===== src/rtl/shift_load_ctrl.sv =====
// Sequencer that serialises a parallel word into an external N-bit shift
// register, then offers the assembled register contents over valid/ready.
module shift_load_ctrl #(
  parameter int N   = 8,
  parameter int DIV = 1,
  parameter int CW  = 16
) (
  input  logic          clk,
  input  logic          rst,
  input  logic          in_valid,
  output logic          in_ready,
  input  logic [N-1:0]  in_data,
  input  logic          in_dir,
  input  logic          abort,
  output logic          sr_shift_en,
  output logic          sr_dir,
  output logic          sr_d_in,
  input  logic [N-1:0]  sr_q,
  output logic          out_valid,
  input  logic          out_ready,
  output logic [N-1:0]  out_data,
  output logic          busy,
  output logic [CW-1:0] words_done
);

  localparam int BIT_W = $clog2(N);
  localparam int DIV_W = (DIV > 1) ? $clog2(DIV) : 1;

  localparam logic [1:0] S_IDLE  = 2'd0;
  localparam logic [1:0] S_SHIFT = 2'd1;
  localparam logic [1:0] S_HOLD  = 2'd2;

  localparam logic [BIT_W-1:0] BIT_LAST = BIT_W'(N - 1);
  localparam logic [DIV_W-1:0] DIV_LAST = DIV_W'(DIV - 1);

  logic [1:0]       state_q, state_d;
  logic [N-1:0]     word_q, word_d;
  logic             dir_q, dir_d;
  logic [BIT_W-1:0] bit_q, bit_d;
  logic [DIV_W-1:0] div_q, div_d;
  logic [CW-1:0]    cnt_q, cnt_d;
  logic [BIT_W-1:0] feed_idx;

  always_comb begin
    state_d = state_q;
    word_d  = word_q;
    dir_d   = dir_q;
    bit_d   = bit_q;
    div_d   = div_q;
    cnt_d   = cnt_q;
    case (state_q)
      S_IDLE: begin
        if (in_valid && !abort) begin
          word_d  = in_data;
          dir_d   = in_dir;
          bit_d   = '0;
          div_d   = '0;
          state_d = S_SHIFT;
        end
      end
      S_SHIFT: begin
        if (abort) begin
          state_d = S_IDLE;
        end else if (div_q == DIV_LAST) begin
          // End of a bit period: advance to the next bit or finish the word.
          div_d = '0;
          if (bit_q == BIT_LAST) begin
            state_d = S_HOLD;
          end else begin
            bit_d = bit_q + 1'b1;
          end
        end else begin
          div_d = div_q + 1'b1;
        end
      end
      S_HOLD: begin
        if (abort) begin
          state_d = S_IDLE;
        end else if (out_ready) begin
          cnt_d   = cnt_q + 1'b1;
          state_d = S_IDLE;
        end
      end
      default: state_d = S_IDLE;
    endcase
  end

  always_ff @(posedge clk) begin
    if (rst) begin
      state_q <= S_IDLE;
      word_q  <= '0;
      dir_q   <= 1'b0;
      bit_q   <= '0;
      div_q   <= '0;
      cnt_q   <= '0;
    end else begin
      state_q <= state_d;
      word_q  <= word_d;
      dir_q   <= dir_d;
      bit_q   <= bit_d;
      div_q   <= div_d;
      cnt_q   <= cnt_d;
    end
  end

  // Left shifts take the MSB first, right shifts the LSB first, so the word
  // lands unreversed in the register either way.
  always_comb begin
    feed_idx = dir_q ? bit_q : (BIT_LAST - bit_q);
  end

  assign in_ready    = (state_q == S_IDLE) && !abort;
  assign busy        = (state_q != S_IDLE);
  assign sr_shift_en = (state_q == S_SHIFT) && (div_q == '0);
  assign sr_dir      = dir_q;
  assign sr_d_in     = (state_q == S_SHIFT) && word_q[feed_idx];
  assign out_valid   = (state_q == S_HOLD);
  assign out_data    = out_valid ? sr_q : '0;
  assign words_done  = cnt_q;

endmodule

===== config.mk =====
export PLATFORM = sky130hd
export DESIGN_NAME = shift_load_ctrl
export DESIGN_NICKNAME = d
export VERILOG_FILES = /design/src/rtl/shift_load_ctrl.sv
export SDC_FILE = /design/constraint.sdc
export NUM_CORES = 1
export LEC_CHECK = 0
export CAP_MARGIN = 20
export CELL_PAD_IN_SITES_DETAIL_PLACEMENT = 0
export CELL_PAD_IN_SITES_GLOBAL_PLACEMENT = 2
export CORE_MARGIN = 4
export CORE_UTILIZATION = 27
export DETAILED_ROUTE_END_ITERATION = 8
export HOLD_SLACK_MARGIN = 0.03
export PLACE_DENSITY_LB_ADDON = 0.1
export SYNTH_ARGS = -nofsm -noshare
export SYNTH_HDL_FRONTEND = slang
export SYNTH_SLANG_ARGS = --single-unit

===== constraint.sdc =====
create_clock -name clk -period 4.18 [get_ports clk]
set_input_delay 0.627 -clock clk [delete_from_list [all_inputs] [get_ports clk]]
set_output_delay 0.627 -clock clk [all_outputs]
set_load 0.02 [all_outputs]

# [Word-level counts from Yosys, hierarchy flattened]
# Cells that the tools add are included.
# W data, S select, Z words.
[word_totals] inputBits=22 elab_cells=56 output_inout_bits=30 ff_bits=31
[classes] muxes=20 eq_ne=10 n_reduce_logical=13 bitwise=2 n_lt_le_gt_ge=1 n_addsub=4
[ops] cell="$add A16 B1 Y16 const B" count=1
[ops] cell="$mux W3" count=5
[ops] cell="$mux W2" count=6
[ops] cell="$mux W8" count=1
[ops] cell="$ne A2 B2 Y1 const B" count=4
[ops] cell="$ne A3 B3 Y1 const B" count=2
[ops] cell="$pmux W2 S3" count=1
[ops] cell="$pmux W3 S2" count=1
[ops] cell="$reduce_and A3 Y1" count=2
[ops] cell="$reduce_and A5 Y1" count=1
[ops] cell="$logic_and A1 B1 Y1" count=4
[ops] cell="$lt A3 B4 Y1 const B" count=1
[ops] cell="$mux W1" count=4
[ops] cell="$reduce_and A4 Y1" count=1
[ops] cell="$reduce_bool A2 Y1" count=2
[ops] cell="$add A3 B1 Y3 const B" count=1
[ops] cell="$bmux W1 S3" count=1
[ops] cell="$eq A3 B3 Y1 const B" count=1
[ops] cell="$ne A3 B2 Y1 const B" count=1
[ops] cell="$sub A3 B3 Y3 const A" count=1
[ops] cell="$eq A2 B1 Y1 const B" count=1
[ops] cell="$eq A2 B2 Y1 const B" count=1
[ops] cell="$logic_not A2 Y1" count=1
[ops] cell="$not A1 Y1" count=2
[ops] cell="other kinds (4)" count=4

# [Longest topological paths before layout]
# Gate-level depths: netlist of run 1.
[depth] depth_word=5 ltp_mapped=6 ltp_nobuf=6

# [Worst setup path after synthesis of run 1]
# No wires, ideal clock.
[synth_timing] path_kind="input to register" startpoint="in abort" endpoint="reg cnt_q[15] (netlist: words_done[15])" required_ns=4.109 path_buffers=2 path_stages=6 arrival_ns=2.064 setup_time_ns=0.071 slack_ns=2.046 cell_sequence="buf_6 > nand4bb_1 > buf_2 > or4_4 > or3_1 > a21oi_1"
[synth_between] elab_chain_len=2
[synth_lines] element="from (decl)" line_no="14" text="input logic abort,"
[synth_lines] element="$not A1 Y1 (no line)"
[synth_lines] element="$reduce_and A3 Y1 (no line)"
[synth_lines] element="to (signal assigned)" line_no="102" text="cnt_q <= cnt_d;"
[synth_lines] element="to (decl)" line_no="41" text="logic [CW-1:0] cnt_q, cnt_d;"
# Every way passes these cells.
# A chain may end at the register's enable or synchronous reset.

# [Final worst setup path of run 1]
[layout_timing] startpoint="reg bit_q[0]" endpoint="out sr_d_in"
[layout_between] elab_chain_len=5
[layout_lines] element="from (decl)" line_no="39" text="logic [BIT_W-1:0] bit_q, bit_d;"
[layout_lines] element="from (signal assigned)" line_no="100" text="bit_q <= bit_d;"
[layout_lines] element="$sub A3 B3 Y3" line_no="109" text="feed_idx = dir_q ? bit_q : (BIT_LAST - bit_q);"
[layout_lines] element="$mux W3 (*)" line_no="109"
[layout_lines] element="$bmux W1 S3 (*)" line_no="116" text="assign sr_d_in = (state_q == S_SHIFT) && word_q[feed_idx];"
[layout_lines] element="$mux W1 (implied by the code) (*)" line_no="116"
[layout_lines] element="$logic_and A1 B1 Y1 (*)" line_no="116"
[layout_lines] element="to (decl)" line_no="17" text="output logic sr_d_in,"
# Every way passes the cells marked *; elsewhere a longest branch is shown, timed or not. The select of a mux whose other input is x is not followed.

==> impl_results.md, run 1 <==
* Status: finished, final reports clean
* Core ar. at 5570 µm²
* DP HPWL at 3140 µm
* Final setup fails at 0
* Worst Setup Start Kind: flop
* Via/cell ratio at 4.81
* Switch share at 24.0%
* Flops & latches, synth at 30
* Antenna violations before repair at 0
* Vias post-DR at 1515
* Area share of the largest cell type after synthesis at 38.3%
* Hold path start: word_q[6]
* Type of the tightest min-delay check: flop to flop
* CTS Hold Buffers Added at 0
* CTS clock-pin slew for the worst setup and hold paths at 70 ps
* Cts bufs inserted at 5
* Worst-margin pin slew at 961 ps
* Post-synth EDFFs at 0
* Synthesized netlist cell count at 194
* Initial drt markers at 48
* Placed Area at 2110 µm²
* Initial Util at 28.1%
* Non-Filler Instances at 315
* RSZ-0062 raised after global routing: false
* Cts repair resizes at 0
* Psw at 0.000144 W
* Post-Syn Nets at 219
* Routed WL per cell at 13.4 µm
* Synthesis warning total at 0
* P&R area growth vs syn at 42.4%
* Synthesized area per cell at 8.08 µm²
* Clock H-tree levels at 2
* Logic pwr share at 9.4%
* Post-synthesis sequential area ratio at 38.3%
* Crit share post-route at 68.4%
* Crit path arrival time at 2230 ps
* Buffers on Ports at 51
* Final wirelength at 4210 µm
* Internal at 0.000456 W
* Ant. Diodes at 0
* Setup crit start: bit_q[0]
* First-pass GRT wire length at 7150 µm
* Critical Path RT at 3550 ps
* Top-count cell post-synth: dfxtp_1
* Count of max-cap constraint violations at 0
* Clock sinks at 30
* Worst-Skew Late Latency at 280 ps
* Worst Reg-to-Reg Cells at 4
* Io pins at 52
* Final min period at 2860 ps
* Area contributors post-synth: dfxtp_1 38%, a21oi_1 7.0%, nand2_1 6.5%
* Cell taking the most area after synthesis: dfxtp_1
* Share of layout cells above drive strength 1 at 6.17%
* Reg power frac at 49.5%
* Core Rows at 27
* # nets final at 267
* DR DRC count at 0
* Final hold violation count at 0
* Pwr dens at 268 nW/µm²
* Commonest cells in the netlist: 30 x dfxtp_1, 27 x nand2_1, 22 x a21oi_1
* Number of global-route vias before repair at 1462
* Synthesized area at 1570 µm²
* Clk pwr share at 41.0%
* Antenna Violating Nets Remaining at 0
* Rel. slew slack at 35.7%
* Post-route setup TNS at 0 ps
* Post-synth ARST share at 0%
* TritonRoute pass-1 iters at 4
* Clock Path Buffers at 2
* Worst hold path depth at 2
* Worst setup path class: flop to output port
* Routability cong. at 0.733
* Inst Count DP at 306
* Fin area at 2230 µm²
* Die W at 84.2 µm
* TritonCTS clock tree: built
* Clk_skew at 9.00 ps
* Clock Tree Root: clkbuf_8
* Max VDD drop at 0.0993 mV
* Highest clock rate at 350 MHz
* Leakage power at 0.792 nW
* Most used flip-flop cell after synthesis: dfxtp_1
* Largest net degree at the start of global routing at 31
* Die ar. at 7090 µm²
* Post-CTS setup buffer count at 0
* Kind of end point of the critical path: output port
* Gr usage total at 12.5%
* Die Ht at 84.2 µm
* Critical path fanouts, max at 12
* Reg2reg start: state_q[1]
* Synth cell types at 43
* Max Slew Vio Count at 0
* Congestion Overflow GR at 0
[per-layer routing]
| layer | vias to the layer above | global-route usage, % | wire, µm |
|---|---|---|---|
| met5 | - | 0 | 0 |
| met4 | 0 | 3.95 | 49 |
| met3 | 5 | 3.34 | 178 |
| met2 | 28 | 22.0 | 2190 |
| met1 | 708 | 14.6 | 1800 |
| li1 | 774 | - | - |
[power by group through the flow]
stage / clock (W) / combinational, W / sequential (W)
after floorplan: 0 / 0.0000276 / 0.000301
after global placement: 0 / 0.0000533 / 0.000303
after detailed placement: 0 / 0.0000545 / 0.000303
after CTS: 0.000255 / 0.0000545 / 0.000297
after global routing: 0.000268 / 0.0000627 / 0.000298
final: 0.000246 / 0.0000566 / 0.000297
[area by class of cell]
type                            instances  area, µm²
Clock buffer                            6       82.6
Clock inverter                          2       12.5
Fill cell                             578       3340
Inverter                                5       18.8
Multi-Input combinational cell        148        890
Sequential cell                        30        601
Tap cell                               72       90.1
Timing Repair Buffer                   52        538
[critical path, cell delays in order (launching register included)]
cell             delay, ps
dfxtp_1                590
mux2_2                 390
a2bb2oi_1              190
o211ai_1               110
o211a_1                140
clkdlybuf4s50_1        530
[cell usage in the layout, fill, tap and decap left out, types with 4 or more instances in the layout]
cell type,synthesis,final
a21oi_1,22,22
and2_1,8,8
and3_1,4,4
clkbuf_8,0,6
clkdlybuf4s50_1,0,51
dfxtp_1,30,30
inv_1,5,5
nand2_1,27,27
nand2b_1,5,5
nand3_1,9,9
nand4_1,5,5
nor2_1,14,14
nor3_1,6,6
o21ai_0,4,4
xor2_1,5,5
[registers in the layout (all words and copies together) (netlist names)]
| signal | flops |
|---|---|
| words_done | 16 |
| word_q | 8 |
| bit_q | 3 |
| state_q | 2 |
| sr_dir | 1 |
[worst paths after layout]
kind	end	slack (ps)
max	sr_d_in	1320
min	word_q[6]	460
min reg2reg	word_q[6]	460
max reg2reg	words_done[15]	2130
[cells by family (layout without fill, tap and decap cells)]
group	Yosys count	count (layout)	synth area share, %
AO/OA/AOI/OAI	38	38	14.4
AND/OR/NAND/NOR	95	95	32.8
XOR/XNOR	8	8	4.47
multiplexers	4	4	2.63
flip-flops	30	30	38.3
adder cells (fa/ha/maj)	3	3	2.39
buffers and inverters	16	65	4.95
[metrics by stage]
step | setup WS (ps) | hold WS (ps) | utilization [%] | total power, W
final | 1320 | 460 | 40.0 | 0.000599
after CTS | 1310 | 460 | 39.6 | 0.000606
after global placement | 1330 | 453 | 37.8 | 0.000356
after detailed placement | 1260 | 450 | 37.8 | 0.000358
after floorplan | 2050 | 436 | - | 0.000328
after global routing | 1190 | 492 | 40.0 | 0.000628
(Power assumes the default switching activity.)
==> run 2: changes to the inputs <==
- CORE_UTILIZATION: 27 -> 23
- clock period: 4.18 -> 2.3 ns (I/O delays scaled with it)
==> run 2 against run 1 <==
Hold slack gained 3.6 ps. Sequential power up 81%. Setup slack got worse by 1200 ps. Sequential cell count is the same. Global-route usage is 1.2 points lower. Power rose by 96%.
==> impl_results.md, run 2 (same netlist as run 1, synthesis figures left out) <==
* Setup slack, reg-to-reg at 380 ps (was 2130 ps)
* Clock Tree Root: clkbuf_8 (unchanged)
* Finished Core Util at 35.4% (was 40.0%)
* Antenna Violating Nets Remaining at 0 (unchanged)
* Cts bufs inserted at 5 (unchanged)
* Ant. Diodes at 0 (unchanged)
* CP peak stage delay at 650 ps (was 590 ps)
* Internal at 0.000907 W (was 0.000456 W)
* Vias post-DR at 1507 (was 1515)
* Reg2reg start: bit_q[0] (was state_q[1])
* Clock sinks at 30 (unchanged)
* Core ar. at 6490 µm² (was 5570 µm²)
* Total power at 0.00117 W (was 0.000599 W)
* Inst Count DP at 321 (was 306)
* Worst hold path depth at 2 (unchanged)
* Worst setup path class: input port to output port (was flop to output port)
* Rel. slew slack at 62.9% (was 35.7%)
* Worst-margin pin slew at 549 ps (was 961 ps)
* Max VDD drop at 0.187 mV (was 0.0993 mV)
* Routability cong. at 0.727 (was 0.733)
* Psw at 0.000266 W (was 0.000144 W)
* Critical path's slowest cell: clkdlybuf4s50_1 (was dfxtp_1)
* Final wirelength at 4370 µm (was 4210 µm)
* Antenna violations before repair at 0 (unchanged)
* Highest clock rate at 465 MHz
* Count of max-cap constraint violations at 0 (unchanged)
* # nets final at 276 (was 267)
* DP Worst Slack at 89.1 ps (was 1260 ps)
* Die ar. at 8200 µm² (was 7090 µm²)
* Core Rows at 29 (was 27)
* Initial drt markers at 90 (was 48)
* Largest net degree at the start of global routing at 31 (unchanged)
* Initial Util at 24.1% (was 28.1%)
* Worst Hold Endpoint: word_q[4] (was word_q[6])
* Leakage power at 0.843 nW (was 0.792 nW)
* Share of layout cells above drive strength 1 at 11.1% (was 6.17%)
* DR DRC count at 0 (unchanged)
* Io pins at 52 (unchanged)
* Die W at 90.6 µm (was 84.2 µm)
* Number of global-route vias before repair at 1555 (was 1462)
* Reg power frac at 45.9% (was 49.5%)
* Kind of end point of the critical path: output port (unchanged)
* Hold path start: word_q[4] (was word_q[6])
* Clock H-tree levels at 2 (unchanged)
* Clk_skew at 3.87 ps (was 9.00 ps)
* Pwr dens at 510 nW/µm² (was 268 nW/µm²)
* Post-route setup TNS at 0 ps (unchanged)
* Critical path fanouts, max at 7 (was 12)
* Switch share at 22.7% (was 24.0%)
* Crit-path cells: clkdlybuf4s50_1 > buf_4 > nor3_1 > clkdlybuf4s50_1 (was mux2_2 > a2bb2oi_1 > o211ai_1 > o211a_1 > clkdlybuf4s50_1)
* TritonCTS clock tree: built (unchanged)
* Clock Path Buffers at 2 (unchanged)
* Worst Setup Start Kind: input port (was flop)
* Worst Reg-to-Reg Cells at 7 (was 4)
* CTS clock-pin slew for the worst setup and hold paths at 70 ps (about the same)
* Final hold violation count at 0 (unchanged)
* Buffers on Ports at 51 (unchanged)
* Die Ht at 90.6 µm (was 84.2 µm)
* Type of the tightest min-delay check: flop to flop (unchanged)
* Most frequent cells in the layout: 50 x clkdlybuf4s50_1, 27 x nand2_1, 27 x dfxtp_1, 22 x a21oi_1, 14 x nor2_1 (was 51 x clkdlybuf4s50_1, 30 x dfxtp_1, 27 x nand2_1, 22 x a21oi_1, 14 x nor2_1)
* TritonRoute pass-1 iters at 4 (unchanged)
* Final worst slack at 149 ps (was 1320 ps)
* Crit share post-route at 93.5%
* Max Slew Vio Count at 0 (unchanged)
* Non-Filler Instances at 329 (was 315)
* RSZ-0062 raised after global routing: false (unchanged)
* Final min period at 2150 ps
* P&R area growth vs syn at 46.8% (was 42.4%)
* Via/cell ratio at 4.58 (was 4.81)
* First-pass GRT wire length at 7660 µm (was 7150 µm)
* Final setup fails at 0 (unchanged)
* Worst-Skew Late Latency at 280 ps (about the same)
* Reg-to-Reg End: bit_q[0] (was words_done[15])
* Status: finished, final reports clean (unchanged)
* Gr usage total at 11.2% (was 12.5%)
* Most common cell after layout, fill and taps aside: clkdlybuf4s50_1 (unchanged)
* Logic pwr share at 8.9% (was 9.4%)
* Congestion Overflow GR at 0 (unchanged)
* Critical Path RT at 1960 ps (was 3550 ps)
* CP most frequent cell: clkdlybuf4s50_1
* Max reg flops at 16 (unchanged)
* DP HPWL at 3250 µm (was 3140 µm)
* Clk pwr share at 45.2% (was 41.0%)
* Crit path arrival time at 1810 ps (was 2230 ps)
* Routed WL per cell at 13.3 µm (was 13.4 µm)
## run 2: what timing repair did
action,4_1_cts,5_1_grt
hold buffers,0,0
resized for setup,3,2
setup buffers,0,0
setup endpoints to repair,1,8
## run 2: power groups by stage
stage	Clock [W]	Combinational (W)	Sequential [W]
floorplan	0	0.0000502	0.000546
global placement	0	0.000106	0.000551
detailed placement	0	0.000105	0.000551
CTS	0.000549	0.000106	0.000539
global route	0.000576	0.000114	0.000541
finish	0.000530	0.000104	0.000539
## run 2: final cells by class
class                      count  area, µm²
fill                         669       4190
clock inverter                 3       40.0
tap                           77       96.3
timing repair buffer          61        584
sequential                    30        604
inverter                       5       18.8
clock buffer                   5       68.8
multi-input combinational    148        890
## run 2: worst max-delay path: cells and delay by family
family | cells | cell delay (ps)
AND/OR/NAND/NOR | 1 | 190
buffers and inverters | 3 | 1270
## run 2: stage by stage
| step | area (µm²) | hold slack [ps] |
|---|---|---|
| 4_1_cts | 2300 | 467 |
| 3_3_place_gp | 2190 | 460 |
| 2_1_floorplan | 1570 | 436 |
| 5_1_grt | 2300 | 507 |
| 3_5_place_dp | 2190 | 458 |
| 6_report | 2300 | 464 |
## run 2: how the worst max path moves through the flow
stage | startpoint | to | slack (ps) | depth (start not counted)
6_report | abort | in_ready | 150 | 4
5_1_grt | state_q[0] | sr_shift_en | 40 | 2
4_1_cts | state_q[1] | out_data[2] | 40 | 4
3_5_place_dp | abort | words_done[15] | 90 | 5
3_3_place_gp | abort | words_done[15] | 130 | 5
2_1_floorplan | abort | words_done[15] | 450 | 6
## run 2: routing by layer
layer / vias to the layer above / global-route usage, % / part of all wire, %
met3: 5 / 3.08 / 2.9
met2: 20 / 19.3 / 50
met1: 690 / 13.7 / 46
li1: 792 / - / -
met5: - / 0 / 0
met4: 0 / 3.06 / 1.2
